File: config.mk
export PLATFORM = sky130hd
export DESIGN_NAME = slot_round_ctrl
export DESIGN_NICKNAME = d
export VERILOG_FILES = /design/src/rtl/slot_round_ctrl.sv
export SDC_FILE = /design/constraint.sdc
export NUM_CORES = 1
export LEC_CHECK = 0
export BUFFER_PORTS_ARGS = -buffer_cell sky130_fd_sc_hd__clkbuf_2
export CORE_MARGIN = 2
export CORE_UTILIZATION = 55
export CTS_CLUSTER_SIZE = 8
export DETAILED_ROUTE_END_ITERATION = 12
export PLACE_DENSITY = 0.76
export SLEW_MARGIN = 20
export SYNTH_ARGS = -nofsm -noshare
export SYNTH_HDL_FRONTEND = slang
export SYNTH_SLANG_ARGS = --single-unit
File: constraint.sdc
create_clock -name clk -period 2.28 [get_ports clk]
set_clock_uncertainty 0.2 [all_clocks]
set_input_delay 0.114 -clock clk [delete_from_list [all_inputs] [get_ports clk]]
set_output_delay 0.114 -clock clk [all_outputs]
set_load 0.01 [all_outputs]
File: src/rtl/slot_round_ctrl.sv
// Round sequencer for the slot game: spin timing, reel-digit latch strobe,
// wildcard reel walk, payout handshake and the idle auto-roll timer.
//
// state  | meaning
// -------+----------------------------------------------------------
// IDLE   | waiting for roll_pulse or auto-roll timer
// SPIN   | reels animating for SPIN_CYCLES unheld cycles
// LOAD   | one strobe: reels copy rng_digits, wildcard mask captured
// WAIT   | WILD_DELAY unheld cycles before the first wildcard goes live
// WILD   | reel wild_sel animates until stop_pulse locks it
// PAYOUT | payout_req held until payout_ack (ignores hold)
module slot_round_ctrl #(
  parameter int unsigned SPIN_CYCLES = 300000000,
  parameter int unsigned WILD_DELAY  = 50000000,
  parameter int unsigned AUTO_PERIOD = 100000000,
  parameter logic [3:0]  WILD_CODE   = 4'd10
) (
  input  logic        clk,
  input  logic        rst,
  input  logic        roll_pulse,
  input  logic        stop_pulse,
  input  logic        auto_en,
  input  logic        hold,
  input  logic [15:0] rng_digits,
  output logic        spinning,
  output logic        reel_load,
  output logic [3:0]  wild_mask,
  output logic [1:0]  wild_sel,
  output logic        wild_live,
  output logic        payout_req,
  input  logic        payout_ack,
  output logic        busy,
  output logic [2:0]  state_dbg
);

  typedef enum logic [2:0] {
    S_IDLE   = 3'd0,
    S_SPIN   = 3'd1,
    S_LOAD   = 3'd2,
    S_WAIT   = 3'd3,
    S_WILD   = 3'd4,
    S_PAYOUT = 3'd5
  } state_t;

  localparam logic [31:0] SPIN_LAST = 32'(SPIN_CYCLES - 1);
  localparam logic [31:0] WILD_LAST = 32'(WILD_DELAY - 1);
  localparam logic [31:0] AUTO_LAST = 32'(AUTO_PERIOD - 1);

  state_t      state_q, state_d;
  logic [31:0] auto_cnt_q, auto_cnt_d;
  logic [31:0] spin_cnt_q, spin_cnt_d;
  logic [31:0] wait_cnt_q, wait_cnt_d;
  logic [3:0]  mask_q, mask_d;
  logic [1:0]  sel_q, sel_d;
  logic [3:0]  load_mask;
  logic [3:0]  mask_cleared;

  // Lower reels are already locked, so the lowest set bit is always the next one up.
  function automatic logic [1:0] lowest_set(input logic [3:0] m);
    lowest_set = 2'd0;
    for (int i = 3; i >= 0; i--) begin
      if (m[i]) lowest_set = 2'(i);
    end
  endfunction

  // State and counter registers with synchronous reset.
  always_ff @(posedge clk) begin
    if (rst) begin
      state_q    <= S_IDLE;
      auto_cnt_q <= '0;
      spin_cnt_q <= '0;
      wait_cnt_q <= '0;
      mask_q     <= '0;
      sel_q      <= '0;
    end else begin
      state_q    <= state_d;
      auto_cnt_q <= auto_cnt_d;
      spin_cnt_q <= spin_cnt_d;
      wait_cnt_q <= wait_cnt_d;
      mask_q     <= mask_d;
      sel_q      <= sel_d;
    end
  end

  // Next-state and counter logic; hold freezes everything except PAYOUT.
  always_comb begin
    state_d    = state_q;
    auto_cnt_d = '0;
    spin_cnt_d = spin_cnt_q;
    wait_cnt_d = wait_cnt_q;
    mask_d     = mask_q;
    sel_d      = sel_q;

    load_mask = {rng_digits[15:12] == WILD_CODE, rng_digits[11:8] == WILD_CODE,
                 rng_digits[7:4]   == WILD_CODE, rng_digits[3:0]  == WILD_CODE};
    mask_cleared = mask_q & ~(4'b0001 << sel_q);

    case (state_q)
      S_IDLE: begin
        if (!hold) begin
          if (roll_pulse || (auto_en && auto_cnt_q == AUTO_LAST)) begin
            state_d    = S_SPIN;
            spin_cnt_d = '0;
          end else if (auto_en) begin
            auto_cnt_d = auto_cnt_q + 32'd1;
          end
        end
      end
      S_SPIN: begin
        if (!hold) begin
          if (spin_cnt_q == SPIN_LAST) state_d = S_LOAD;
          else spin_cnt_d = spin_cnt_q + 32'd1;
        end
      end
      S_LOAD: begin
        if (!hold) begin
          mask_d     = load_mask;
          wait_cnt_d = '0;
          state_d    = (|load_mask) ? S_WAIT : S_PAYOUT;
        end
      end
      S_WAIT: begin
        if (!hold) begin
          if (wait_cnt_q == WILD_LAST) begin
            state_d = S_WILD;
            sel_d   = lowest_set(mask_q);
          end else begin
            wait_cnt_d = wait_cnt_q + 32'd1;
          end
        end
      end
      S_WILD: begin
        if (!hold && stop_pulse) begin
          mask_d = mask_cleared;
          if (mask_cleared == 4'd0) state_d = S_PAYOUT;
          else sel_d = lowest_set(mask_cleared);
        end
      end
      S_PAYOUT: begin
        if (payout_ack) state_d = S_IDLE;
      end
      default: state_d = S_IDLE;
    endcase
  end

  // Moore outputs decoded from the registered state.
  always_comb begin
    spinning   = (state_q == S_SPIN);
    reel_load  = (state_q == S_LOAD);
    wild_live  = (state_q == S_WILD);
    payout_req = (state_q == S_PAYOUT);
    busy       = (state_q != S_IDLE);
    wild_mask  = mask_q;
    wild_sel   = sel_q;
    state_dbg  = state_q;
  end

endmodule

==> results of run 1 <==
-- power breakdown --
group | switching (mW) | internal, mW | total, mW | leakage [nW]
registers | 0.00234 | 1.84 | 1.84 | 0.848
clock network | 0.662 | 0.430 | 1.09 | 0.0928
logic | 0.116 | 0.0943 | 0.210 | 1.66
total | 0.781 | 2.36 | 3.14 | 2.60
-- layout make-up --
class	count	area, um^2	area share (%)
multi-input cells	516	3309	47.67
flip-flops and latches	105	2108	30.37
repair buffers	153	1122	16.17
well taps	133	166.4	2.397
clock buffers	10	137.6	1.983
inverters	14	57.56	0.8291
clock inverters	6	40.04	0.5768
-- what timing repair did --
action	4_1_cts	5_1_grt
endpoints found under the setup margin	33	62
pin swaps	5	9
endpoints found under the hold margin	19	0
gates resized for setup	18	21
buffers inserted	2	3
cloned	0	0
hold buffers	9	0
-- layer usage --
layer	up-vias	wire length, um
met1	2583	6117
met3	28	740
li1	2654	-
met2	189	7222
met5	-	0
met4	0	272
-- state kept, by name (all words and copies together), names as in the netlist --
register    cells
auto_cnt_q     32
spin_cnt_q     32
wait_cnt_q     32
wild_mask       4
state_dbg       3
wild_sel        2
-- cell families after synthesis --
logic type	Yosys count
AO/OA/AOI/OAI	76
XOR/XNOR	68
adder cells (fa/ha/maj)	3
buffers and inverters	41
flip-flops	105
multiplexers	5
AND/OR/NAND/NOR	364
-- synth_stat cells, drive strengths merged, types with 18 or more instances --
cell type  number
nor4           25
a21oi          34
xnor2          29
nand4          29
clkbuf         18
o21ai          23
nor2           97
nand2          52
nand3          42
dfxtp         105
xor2           39
-- worst max path at each step --
stage	slack, ns	depth (start not counted)	end
floorplan	-0.01	6	spin_cnt_q[11]$_SDFFE_PP0P_
global placement	-0.11	6	spin_cnt_q[4]$_SDFFE_PP0P_
detailed placement	-0.19	8	spin_cnt_q[29]$_SDFFE_PP0P_
CTS	-0.14	8	spin_cnt_q[4]$_SDFFE_PP0P_
global route	-0.31	6	spin_cnt_q[8]$_SDFFE_PP0P_
finish	-0.18	6	spin_cnt_q[8]$_SDFFE_PP0P_
-- stage by stage --
stage	area, um^2	setup WS (ns)	TNS [ns]
finish	6942	-0.1845	-2.846
global placement	6452	-0.1081	-0.8047
CTS	6820	-0.1427	-2.485
floorplan	5438	-0.01328	-0.05543
global route	6942	-0.3089	-5.812
detailed placement	6452	-0.1855	-2.856
-- worst max-delay path, cell delays in order, from the launching register on --
cell and delay (ns):
dfxtp_1 0.32, or4b_1 0.51, o31a_1 0.35, buf_4 0.16, nand3b_1 0.26, or4_1 0.45, a21oi_1 0.16
==> results.toml, run 1 <==
[synth]
postSynth.asyncResetShare_pct = 0
ys_top_cells_by_area = "dfxtp_1, nor2_1, xor2_1, xnor2_1, nand3_1"
synth_fa_ha_area_share_pct = 0.6998
synth_top_area_share_pct = 39.19
ys_seq_area_share_pct = 39.19
synth-compound-area-share_pct = 8.094
synth_cell_types = 49
synth_edf_count = 0
ys_seq_elements = 105
synth-xor-area-share_pct = 11.10
synthSimpleGateAreaFrac_pct = 36.90
synth_top_family_by_area = "simple AND/OR/NAND/NOR gates"
synth_ff_type = "dfxtp_1"
synth_area_um2 = 5364
syn_avg_cell_area_um2 = 8.103
muxShareOfSynthArea_pct = 0.9331
syn_inst = 662
synth_top_cell_by_area = "dfxtp_1"
synth_warnings = 0
syn_nets = 688

[finish]
finalCoreUtilization_pct = 72.01
finalNonFillerCells = 937
final_common_cell = "buf_4"
most-common-layout-cells = "buf_4, dfxtp_1, nor2_1, nand2_1, nand3_1"
layout.nets = 825
layout-drive-gt1-share_pct = 25.75
nFillCells = 753
diodes = 0
syn_to_final_growth_pct = 29.41

[route]
totalWireLength_mm = 14.35
ant_nets = 0
drc = 0
firstDrtPassIters = 5
drt_iter0_drc = 349
num_vias = 5454
wl_per_cell_um = 15.32
via_per_inst = 5.821

[clock_tree]
insertion_delay_ns = 0.38
htreeDepth = 3
clockRootBuffer = "clkbuf_8"
clock_sinks = 105
cts_tree = "built"
clk_pin_slew_ns = 0.11
cts_buffers = 9
cts_buffer_depth = 2

[min_path]
min_to = "auto_cnt_q[1]$_SDFF_PP0_"
timing.hold.worst_path_depth = 4
hold_start = "auto_en"
hold_path_class = "input pin to register"

[sta]
worst_pin_slew_ns = 0.4791
min_period_ns = 2.464
slew_headroom_pct = 67.62
fmax_mhz = 405.8
worst_slack_ns = -0.1845
rsz0062_at_grt = "yes"
finalMaxSlewViolations = 0
setup_violations = 33
hold_ws_ns = 0.05464
finalHoldViolations = 0
period_share_pct = 108.1

[floorplan]
ioPinCount = 37
coreArea_um2 = 9639
die_w_um = 102.8
dieArea_um2 = 10560
initial_core_util_pct = 55.65
row_count = 36
die_h_um = 102.8

[grt]
grtUsageMet1_pct = 32.07
grt_use_met2_pct = 47.81
grt_max_degree = 33
grt.total_usage_pct = 27.11
grt.busiest_layer = "met2"
grt_pass1_wl_mm = 22.94
grt_pass1_vias = 5141
antenna_found_initial = 0
overflow = 0
use_met3_pct = 6.305

[job]
drv_cap = 0

[run_status]
violations = "negative setup slack"
outcome = "finished, violations left"

[worst_setup_path]
ff2ff_setup_slack_ns = -0.18
arrival_ns = 2.58
crit_fanout = 7
rr_worst_depth = 6
worst-setup-path-type = "register to register"
crit_path_end_kind = "register"
critPathLaunch = "auto_cnt_q[30]$_SDFF_PP0_"
critPathLaunchType = "register"
rr_startpoint = "auto_cnt_q[30]$_SDFF_PP0_"
worstPathRequired_ns = 2.40
r2r_end = "spin_cnt_q[8]$_SDFFE_PP0P_"

[power_and_ir_drop]
p_per_area_nw_per_um2 = 452.5
power.leakage_nw = 2.603
p_total_mw = 3.141
max-vdd-ir-drop_v = 0.0004164

[place]
numPortBuffers = 36
hpwl_mm = 10.01
gp_congestion = 0.8665
place_inst = 907
Power figures use the tool's default switching activity.
==> run 2, diff against run 1 <==
- PLACE_DENSITY: 0.76 -> 0.82
==> run 2 against run 1 <==
  * The flow still finishes with violations (negative setup slack)
  * Clock power grew 10%
  * First-iteration DRC count grew 32%
  * Non-clock buffer count grew 15
  * Critical endpoint is now spin_cnt_q[25]$_SDFFE_PP0P_
  * Highest routed layer unchanged
  * Combinational power grew 22%
  * Fmax shrank 5.0%
  * Sequential power is essentially flat
  * Total power grew 4.8%
  * Worst hold slack gained 0.053 ns
==> results.toml, run 2 (synthesis gave the netlist of run 1 again) <==
[run_status]
outcome = "finished, violations left"
violations = "negative setup slack"

[clock_tree]
cts_buffers = 9
cts_buffer_depth = 2
clock_sinks = 105
cts_tree = "built"
clk_pin_slew_ns = 0.11
htreeDepth = 3
insertion_delay_ns = 0.38
clockRootBuffer = "clkbuf_8"

[place]
place_inst = 907
gp_congestion = 0.9436
hpwl_mm = 9.981
place_ws_ns = -0.2941
numPortBuffers = 36

[floorplan]
initial_core_util_pct = 55.65
coreArea_um2 = 9639
ioPinCount = 37
dieArea_um2 = 10560
row_count = 36
die_h_um = 102.8
die_w_um = 102.8

[power_and_ir_drop]
p_total_mw = 3.291
p_per_area_nw_per_um2 = 457.6
max-vdd-ir-drop_v = 0.0003988
power.leakage_nw = 2.756

[job]
drv_cap = 0

[finish]
multi_input_area_um2 = 3343
syn_to_final_growth_pct = 34.10
finalCoreUtilization_pct = 74.62
regArea_um2 = 2108
finalNonFillerCells = 952
top_regs = "auto_cnt_q x32, spin_cnt_q x32, wait_cnt_q x32"
final_common_cell = "buf_4"
most-common-layout-cells = "buf_4, dfxtp_1, nor2_1, nand2_1, nand3_1"
diodes = 0
layout.nets = 840
nFillCells = 627
layout-drive-gt1-share_pct = 26.86

[worst_setup_path]
ff2ff_setup_slack_ns = -0.32
rr_startpoint = "auto_cnt_q[28]$_SDFF_PP0_"
crit_path_end = "spin_cnt_q[25]$_SDFFE_PP0P_"
crit_path_end_kind = "register"
r2r_end = "spin_cnt_q[25]$_SDFFE_PP0P_"
worst-setup-path-type = "register to register"
critPathLaunch = "auto_cnt_q[28]$_SDFF_PP0_"
worstPathRequired_ns = 2.34
rr_worst_depth = 9
critPathLaunchType = "register"
arrival_ns = 2.65
crit_fanout = 4

[route]
totalWireLength_mm = 16.44
num_vias = 5833
drc = 0
drt_iter0_drc = 460
ant_nets = 0
wl_per_cell_um = 17.27
firstDrtPassIters = 5
via_per_inst = 6.127

[grt]
grt_pass1_vias = 5480
grt_max_degree = 33
grt.total_usage_pct = 28.46
grt_pass1_wl_mm = 24.33
antenna_found_initial = 0
overflow = 0

[sta]
period_share_pct = 113.8
finalMaxSlewViolations = 0
fmax_mhz = 385.3
worst_slack_ns = -0.3153
rsz0062_at_grt = "yes"
setup_violations = 65
finalHoldViolations = 0
min_period_ns = 2.595
worst_pin_slew_ns = 0.5051
slew_headroom_pct = 65.85
tns_ns = -8.490

[min_path]
hold_start = "stop_pulse"
hold_path_class = "input pin to register"
[run 2: cell count changes in the layout (fill, tap and decap cells not counted), moves of 4 or more]
cell	change
a21oi_2	-4
nor4_1	-7
a21oi_1	+4
buf_6	+8
nor4_2	+4
buf_4	+4
[run 2: worst min-delay path by stage]
stage,endpoint,depth (start not counted)
finish,wild_sel[1]$_SDFFE_PP0P_,5
global route,wild_sel[1]$_SDFFE_PP0P_,5
CTS,wild_sel[1]$_SDFFE_PP0P_,5
detailed placement,wild_mask[0]$_SDFFE_PP0P_,4
global placement,wild_mask[2]$_SDFFE_PP0P_,4
floorplan,wild_mask[2]$_SDFFE_PP0P_,3
[run 2: critical path: stages, from the launching register on]
cell and delay (ns):
dfxtp_1 0.32, or4b_1 0.52, o31a_1 0.34, buf_4 0.16, buf_6 0.13, nor4_4 0.12
buf_4 0.16, buf_6 0.09, mux2i_1 0.09, nor4_1 0.36
[run 2: what timing repair did]
action / 4_1_cts / 5_1_grt
hold endpoints to repair: 23 / 0
gates cloned: 0 / 5
setup buffers: 8 / 7
hold buffers: 9 / 0
gates resized for setup: 34 / 15
setup endpoints to repair: 41 / 96
pin swaps: 19 / 11
[run 2: per-stage QoR]
step,area (um^2),hold WS (ns)
floorplan,5438,0.1010
global placement,6440,0.2057
detailed placement,6440,0.2237
CTS,6964,0.1001
global route,7193,0.1364
finish,7193,0.1079
[run 2: layout make-up]
type | count | share of cell area (%)
Clock buffer | 10 | 1.913
Tap cell | 133 | 2.313
Multi-Input combinational cell | 516 | 46.48
Timing Repair Buffer | 168 | 18.25
Clock inverter | 6 | 0.9393
Sequential cell | 105 | 29.31
Inverter | 14 | 0.8001
[run 2: metal layers]
layer,share of wire (%),track usage [%],vias to the layer above
met3,7.5,6.915,61
met2,51,50.58,331
li1,-,-,2681
met1,39,32.53,2760
met4,3.3,12.25,0
met5,0,0,-
[run 2: report_power, final]
| group | internal [mW] | total, mW | switching, mW |
|---|---|---|---|
| logic | 0.122 | 0.257 | 0.135 |
| registers | 1.84 | 1.84 | 0.00202 |
| clock network | 0.540 | 1.20 | 0.656 |
| total | 2.50 | 3.29 | 0.793 |
==> run 3, diff against run 2 <==
- CELL_PAD_IN_SITES_DETAIL_PLACEMENT: unset -> 1
- CELL_PAD_IN_SITES_GLOBAL_PLACEMENT: unset -> 1
- CORE_UTILIZATION: 55 -> 41
- CTS_BUF_LIST: unset -> sky130_fd_sc_hd__clkbuf_8 sky130_fd_sc_hd__clkbuf_16
==> run 3 against run 2 <==
  * Total power rose by 12%
  * Sequential share of layout area fell by 0.97 points
  * Sequential power barely moved
  * Highest routed layer unchanged
  * Design area rose by 3.4%
  * Global-route usage rose by 2.1 points
  * The flow still finishes with violations (negative setup slack)
  * Clock-buffer cell count fell by 1
  * Non-clock buffer count rose by 1
  * First-iteration DRC count rose by 14%
  * Cell count rose by 4.0%
  * Register-to-register slack got worse by 0.11 ns
  * Critical path type unchanged
  * Setup slack got worse by 0.11 ns
  * Wire length rose by 42%
==> results.toml, run 3 (synthesis gave the netlist of run 1 again) <==
[sta]
period_share_pct = 118.7
worst_pin_slew_ns = 0.4668
finalMaxSlewViolations = 0
slew_headroom_pct = 68.45
finalHoldViolations = 0
tns_ns = -19.78
min_period_ns = 2.707
worst_slack_ns = -0.4270
fmax_mhz = 369.4
rsz0062_at_grt = "yes"
setup_violations = 65

[finish]
regArea_um2 = 2108
final_common_cell = "buf_4"
top_regs = "auto_cnt_q x32, spin_cnt_q x32, wait_cnt_q x32"
finalCoreUtilization_pct = 58.48
finalNonFillerCells = 990
most-common-layout-cells = "buf_4, dfxtp_1, nor2_1, nand2_1, nand3_1"
syn_to_final_growth_pct = 38.70
nFillCells = 1528
diodes = 0
finish.instance_area_um2 = 7440
layout.nets = 841
layout-drive-gt1-share_pct = 28.12
multi_input_area_um2 = 3421

[clock_tree]
clock_sinks = 105
cts_buffer_depth = 2
cts_tree = "built"
insertion_delay_ns = 0.37
clockRootBuffer = "clkbuf_16"
cts_buffers = 9
clk_pin_slew_ns = 0.07
htreeDepth = 3

[run_status]
violations = "negative setup slack"
outcome = "finished, violations left"

[grt]
antenna_found_initial = 0
grt_pass1_vias = 6480
overflow = 0
grt_max_degree = 33
grt_pass1_wl_mm = 34.27
grt.total_usage_pct = 30.57

[place]
numPortBuffers = 36
hpwl_mm = 12.01
place_inst = 949
placed_cell_area_um2 = 6511
gp_congestion = 0.8623

[worst_setup_path]
critPathLaunchType = "register"
worst-setup-path-type = "register to register"
crit_path_end_kind = "register"
crit_fanout = 8
worstPathRequired_ns = 2.31
arrival_ns = 2.74

[floorplan]
coreArea_um2 = 12720
ioPinCount = 37
row_count = 41
dieArea_um2 = 14010
die_w_um = 118.4
die_h_um = 118.4
initial_core_util_pct = 42.16

[route]
via_per_inst = 6.254
firstDrtPassIters = 5
num_vias = 6191
ant_nets = 0
totalWireLength_mm = 23.27
drt_iter0_drc = 523
drc = 0
wl_per_cell_um = 23.51

[power_and_ir_drop]
p_total_mw = 3.694
max-vdd-ir-drop_v = 0.0004777
p_per_area_nw_per_um2 = 496.6
power.leakage_nw = 2.851

[min_path]
hold_path_class = "input pin to register"

[job]
drv_cap = 0
==> run 3: stage by stage <==
step                      hold WS [ns]  setup slack (ns)
after floorplan                 0.1010          -0.01328
after global placement          0.2170           -0.1177
after detailed placement        0.2378           -0.1936
after CTS                      0.09405           -0.1271
after global routing            0.1637           -0.4412
final                           0.1368           -0.4270
==> run 3: repair_timing <==
action,4_1_cts,5_1_grt
pin swaps,20,9
gates resized for setup,42,27
endpoints found under the hold margin,6,0
gates cloned,1,4
hold buffers,9,0
endpoints found under the setup margin,50,82
setup buffers,8,6
==> run 3: path summary, 6_finish.rpt <==
check	from	end	slack, ns	depth (start not counted)
max	auto_cnt_q[25]$_SDFF_PP0_	spin_cnt_q[27]$_SDFFE_PP0P_	-0.43	9
min reg2reg	wait_cnt_q[20]$_SDFFE_PP0P_	wait_cnt_q[20]$_SDFFE_PP0P_	0.32	2
max reg2reg	auto_cnt_q[25]$_SDFF_PP0_	spin_cnt_q[27]$_SDFFE_PP0P_	-0.43	9
min	auto_en	auto_cnt_q[1]$_SDFF_PP0_	0.14	5
==> run 3: worst max-delay path: stages, from the launching register on <==
cell and delay, ns:
dfxtp_1 0.35, nor4b_2 0.41, nand4_1 0.18, o31a_1 0.45
buf_6 0.20, nor4b_4 0.27, or2_4 0.21, buf_12 0.13
buf_12 0.11, a21oi_1 0.05
==> run 3: cell type report <==
class	count	area share (%)
inverter	14	0.7736
tap	172	2.893
clock buffer	9	3.027
clock inverter	5	0.6895
timing repair buffer	169	18.30
sequential	105	28.34
multi-input combinational	516	45.98
==> run 3: routing by layer <==
layer	track usage, %	vias up	share of wire [%]
met5	0	-	0
met4	16.67	0	6.1
met3	5.888	124	5.6
met2	55.96	349	52
met1	32.91	3038	37
li1	-	2680	-
==> run 3: power by group <==
| group | internal (mW) | total (mW) | switching [mW] |
|---|---|---|---|
| Combinational | 0.129 | 0.288 | 0.159 |
| Sequential | 1.84 | 1.84 | 0.00310 |
| Clock | 0.833 | 1.57 | 0.734 |
| Total | 2.80 | 3.69 | 0.896 |
